===== config.mk =====
export PLATFORM = sky130hd
export DESIGN_NAME = mem_loader
export DESIGN_NICKNAME = d
export VERILOG_FILES = /design/src/rtl/mem_loader.sv
export SDC_FILE = /design/constraint.sdc
export NUM_CORES = 1
export LEC_CHECK = 0
export BUFFER_PORTS_ARGS = -buffer_cell sky130_fd_sc_hd__buf_4
export CAP_MARGIN = 15
export CORE_ASPECT_RATIO = 1.2
export CORE_MARGIN = 2
export CORE_UTILIZATION = 51
export DETAILED_ROUTE_END_ITERATION = 8
export PLACE_DENSITY = 0.85
export SLEW_MARGIN = 20
export SYNTH_ARGS = -nofsm -noshare
export SYNTH_HDL_FRONTEND = slang
export SYNTH_SLANG_ARGS = --single-unit

===== constraint.sdc =====
create_clock -name clock -period 2.11 [get_ports clock]
set_input_delay 0.211 -clock clock [delete_from_list [all_inputs] [get_ports clock]]
set_output_delay 0.211 -clock clock [all_outputs]
set_load 0.01 [all_outputs]

===== src/rtl/mem_loader.sv =====
// mem_loader: streams a valid/ready byte sequence into consecutive RAM cells while holding the CPU off the port.
// Define VERIFY_EN to add a read-back checksum pass that raises err on mismatch.
module mem_loader #(
    parameter int ADDR_W    = 8,
    parameter int DATA_W    = 8,
    parameter int BASE_ADDR = 0
) (
    input  logic              clock,
    input  logic              reset_n,
    input  logic              start,
    input  logic [ADDR_W:0]   length,
    input  logic [DATA_W-1:0] in_data,
    input  logic              in_valid,
    output logic              in_ready,
    output logic [ADDR_W-1:0] adrs,
    output logic [DATA_W-1:0] data,
    output logic              wr_en,
    input  logic [DATA_W-1:0] q,
    output logic              busy,
    output logic              cpu_hold,
    output logic              done,
    output logic              err
);
    localparam logic [ADDR_W-1:0] BASE = ADDR_W'(BASE_ADDR);

    typedef enum logic [1:0] {IDLE, LOAD, VERIFY, DONE} state_t;

    state_t          state;
    logic [ADDR_W:0] count;
    logic [ADDR_W:0] len;

    assign wr_en    = in_valid & in_ready;
    assign data     = in_ready ? in_data : '0;
    assign cpu_hold = busy;

`ifdef VERIFY_EN
    logic [DATA_W-1:0] sum;
    logic [DATA_W-1:0] rsum;
    logic [ADDR_W:0]   vcount;
`else
    logic unused_q;
    assign unused_q = ^q;
    assign err      = 1'b0;
`endif

    always_ff @(posedge clock or negedge reset_n) begin
        if (!reset_n) begin
            state    <= IDLE;
            count    <= '0;
            len      <= '0;
            in_ready <= 1'b0;
            adrs     <= BASE;
            busy     <= 1'b0;
            done     <= 1'b0;
`ifdef VERIFY_EN
            sum      <= '0;
            rsum     <= '0;
            vcount   <= '0;
            err      <= 1'b0;
`endif
        end else begin
            done <= 1'b0;
            case (state)
                IDLE: if (start) begin
                    len   <= length;
                    count <= '0;
                    adrs  <= BASE;
`ifdef VERIFY_EN
                    sum    <= '0;
                    rsum   <= '0;
                    vcount <= '0;
                    err    <= 1'b0;
`endif
                    if (length == '0) begin
                        state <= DONE;
                    end else begin
                        state    <= LOAD;
                        in_ready <= 1'b1;
                        busy     <= 1'b1;
                    end
                end
                LOAD: if (wr_en) begin
                    count <= count + 1'b1;
                    adrs  <= adrs + 1'b1;
`ifdef VERIFY_EN
                    sum <= sum + in_data;
`endif
                    if (count + 1'b1 == len) begin
                        in_ready <= 1'b0;
`ifdef VERIFY_EN
                        state <= VERIFY;
                        adrs  <= BASE;
`else
                        state <= DONE;
                        busy  <= 1'b0;
`endif
                    end
                end
`ifdef VERIFY_EN
                VERIFY: begin
                    vcount <= vcount + 1'b1;
                    adrs   <= adrs + 1'b1;
                    rsum   <= rsum + q;
                    if (vcount + 1'b1 == len) begin
                        state <= DONE;
                        busy  <= 1'b0;
                        err   <= (rsum + q) != sum;
                    end
                end
`endif
                DONE: begin
                    done  <= 1'b1;
                    state <= IDLE;
                end
                default: state <= IDLE;
            endcase
        end
    end
endmodule


==> flow_metrics.py <==
metrics = {
    "synthesis": {
        "synth_seq_cells": 30,
        "synth_top_area_share_pct": 44.5,
        "syn_avg_cell_area_um2": 9.81,
        "yosysSeqAreaShare_pct": 44.5,
        "synth_top_area_cell": "dfrtp_1",
        "yosys-top-cells-count": "dfrtp_1 (30), nor2_1 (17), o21ai_0 (13)",
        "synth_area_leaders": "dfrtp_1 (45%), mux2_1 (5.3%), xnor2_1 (4.7%)",
        "synthFlopType": "dfrtp_1",
        "yosys.cell_count.top_type": "dfrtp_1",
        "synth_edf_count": 0,
        "synthArstFlopShare_pct": 100,
        "synth_warnings": 0,
        "ys_types": 43,
        "syn-cell-area_um2": 1690,
        "syn-num-nets": 203,
        "syn_inst": 172,
    },
    "die": {
        "start_util_pct": 54.2,
        "rows": 22,
        "dieArea_um2": 3780,
        "fp.dieH_um": 67.0,
        "ios": 51,
        "design.core.area_um2": 3110,
        "die_width_um": 56.5,
    },
    "power_and_ir_drop": {
        "p_int_mw": 1.47,
        "vdd_drop_max_mv": 0.748,
        "seq_power_share_pct": 40.8,
        "p_per_area_nw_per_um2": 1140,
        "netSwitchingPower_mw": 0.926,
        "p_leak_nw": 0.964,
        "combinationalPowerShare_pct": 45.0,
        "pwr-share-clk_pct": 14.2,
        "swShare_pct": 38.6,
    },
    "sta": {
        "skew_ns": 0.00379,
        "rsz0062_at_grt": "false",
        "fmax_mhz": 575,
        "fin_crit_sh_pct": 82.4,
        "fin_crit_ns": 1.74,
        "hold_viol": 0,
        "maxSlewViolCount": 0,
        "finalSetupViolCount": 0,
        "tns_ns": 0,
    },
    "finish": {
        "multi_input_area_um2": 872,
        "fin_nets": 249,
        "fin_util_pct": 67.4,
        "diodes": 0,
        "area_growth_pct": 24.3,
        "drive_gt1_share_pct": 28.1,
        "regArea_um2": 751,
        "nFillCells": 254,
    },
    "worst_setup_path": {
        "cpMaxStageDelayCell": "dfrtp_1",
        "crit_chain": "and2_1, and3b_1, nor2_1, buf_4, o21ai_0, o41ai_1",
        "slowest_delay_ns": 0.54,
        "ff2ff_path_depth": 6,
        "crit_path_end_kind": "flip-flop",
        "regToRegStartpoint": "busy",
        "cp.required_ns": 2.32,
        "cp-start-kind": "flip-flop",
        "crit_fanout": 14,
        "worst-setup-path-type": "reg2reg",
        "cp.arrival_ns": 1.94,
        "crit_path_start": "busy",
    },
    "drt": {
        "num_vias": 1419,
        "via_per_inst": 5.61,
        "routed_wl_um": 3670,
        "wl_per_cell_um": 14.5,
        "ant_nets": 0,
        "drt-pass1-iter-count": 4,
        "drtIter0Drc": 42,
        "drc": 0,
    },
    "grt": {
        "overflow": 0,
        "grt_max_degree": 31,
        "grt_use_total_pct": 22.6,
        "grt_pass1_vias": 1389,
        "grt_antenna_before_repair": 0,
        "grt_pass1_wl_um": 6430,
    },
    "clocking": {
        "cts.root.buffer_cell": "clkbuf_4",
        "postCtsSetupBuffers": 0,
        "clock_path_buffers": 2,
        "numCtsBuffers": 5,
        "cts_resized": 0,
        "cts.sink_count": 30,
        "clock_latency_ns": 0.33,
        "htreeDepth": 2,
        "cts_tree": "yes",
        "clkSlewWorstSetupHoldPaths_ns": 0.08,
    },
    "status": {
        "outcome": "finished, final reports clean",
    },
    "run": {
        "drv_cap": 0,
    },
    "placed_design": {
        "port_buffers": 41,
        "dp_hpwl_um": 2780,
        "gp_congestion": 0.869,
    },
    "worst_hold_path": {
        "hold_path_depth": 2,
        "min_from": "length[8]",
        "hold_class": "in2reg",
    },
}
## cells by family after synthesis
kind of cell               count (synthesis)  share of synthesized area (%)
DFF                                       30                           44.5
muxes                                      9                           6.01
xor gates and xnor gates                  18                           9.79
adders and majority gates                  2                           1.48
AOI/OAI and AO/OA                         30                           11.5
other                                      1                          0.222
buffers and inverters                     12                           3.78
and+or+nand+nor                           70                           22.7
## power by group through the flow
stage | clock (mW) | sequential, mW | combinational (mW)
finish | 0.340 | 0.979 | 1.08
floorplan | 0 | 0.958 | 0.700
global placement | 0 | 0.979 | 1.05
detailed placement | 0 | 0.991 | 1.08
CTS | 0.351 | 0.978 | 1.08
global route | 0.377 | 1.01 | 1.19
## flip-flops by register name, indices dropped and copies added, names as in the netlist
signal and cells:
busy 1, len 9, count 9, state 2, done 1, adrs 8
## cell type report
type,count,share of cell area (%)
flip-flops and latches,30,35.8
well taps,36,2.15
multi-input cells,130,41.6
inverters,2,0.358
repair buffers,49,17.7
clock buffers,6,2.45
## final timing paths
path / end / slack (ns)
max: count[6] / 0.37
min: len[8] / 0.10
max reg2reg: count[6] / 0.37
min reg2reg: len[3] / 0.52
max in group asynchronous: count[6] / 1.49
min in group asynchronous: adrs[4] / 0.34
## metrics by stage
stage / hold WS [ns] / cell area [µm²] / total power, mW / setup WS, ns / std cells
global placement: 0.159 / 2040 / 2.03 / 0.453 / 246
CTS: 0.0844 / 2100 / 2.41 / 0.394 / 253
detailed placement: 0.157 / 2040 / 2.07 / 0.404 / 246
finish: 0.101 / 2100 / 2.40 / 0.372 / 253
global route: 0.0803 / 2100 / 2.58 / 0.210 / 253
floorplan: -0.0846 / 1690 / 1.66 / 0.469 / 172
## critical path: cells and delay by family (launching register included)
kind | cells | cell delay, ns
AOI/OAI and AO/OA | 2 | 0.28
DFF | 1 | 0.54
and+or+nand+nor | 3 | 0.62
buffers and inverters | 1 | 0.18
## layout by cell type, fill, tap and decap left out, types with 2 or more instances in the layout
cell type,n
xor2_1,8
a21oi_1,5
mux2_1,8
dfrtp_1,30
clkbuf_4,5
inv_1,2
xnor2_1,9
and3_1,3
nand3_1,9
nor3_1,2
o21ai_0,13
nor4_1,3
a22o_1,2
or3_1,3
and2_1,11
nor2_1,17
nand2_1,10
buf_4,48
nand4_1,3
ha_1,2
## metal layers
| metal | vias to the layer above | global-route usage, % | share of wire [%] |
|---|---|---|---|
| met5 | - | 0 | 0 |
| met4 | 0 | 14.3 | 3.1 |
| met3 | 10 | 5.05 | 4.1 |
| met2 | 33 | 37.2 | 50 |
| met1 | 680 | 26.4 | 43 |
| li1 | 696 | - | - |
## repair_timing
action,4_1_cts,5_1_grt
endpoints found under the setup margin,0,0
endpoints found under the hold margin,30,0
hold buffers,1,0
No activity file was read; power rests on OpenSTA's default activity.
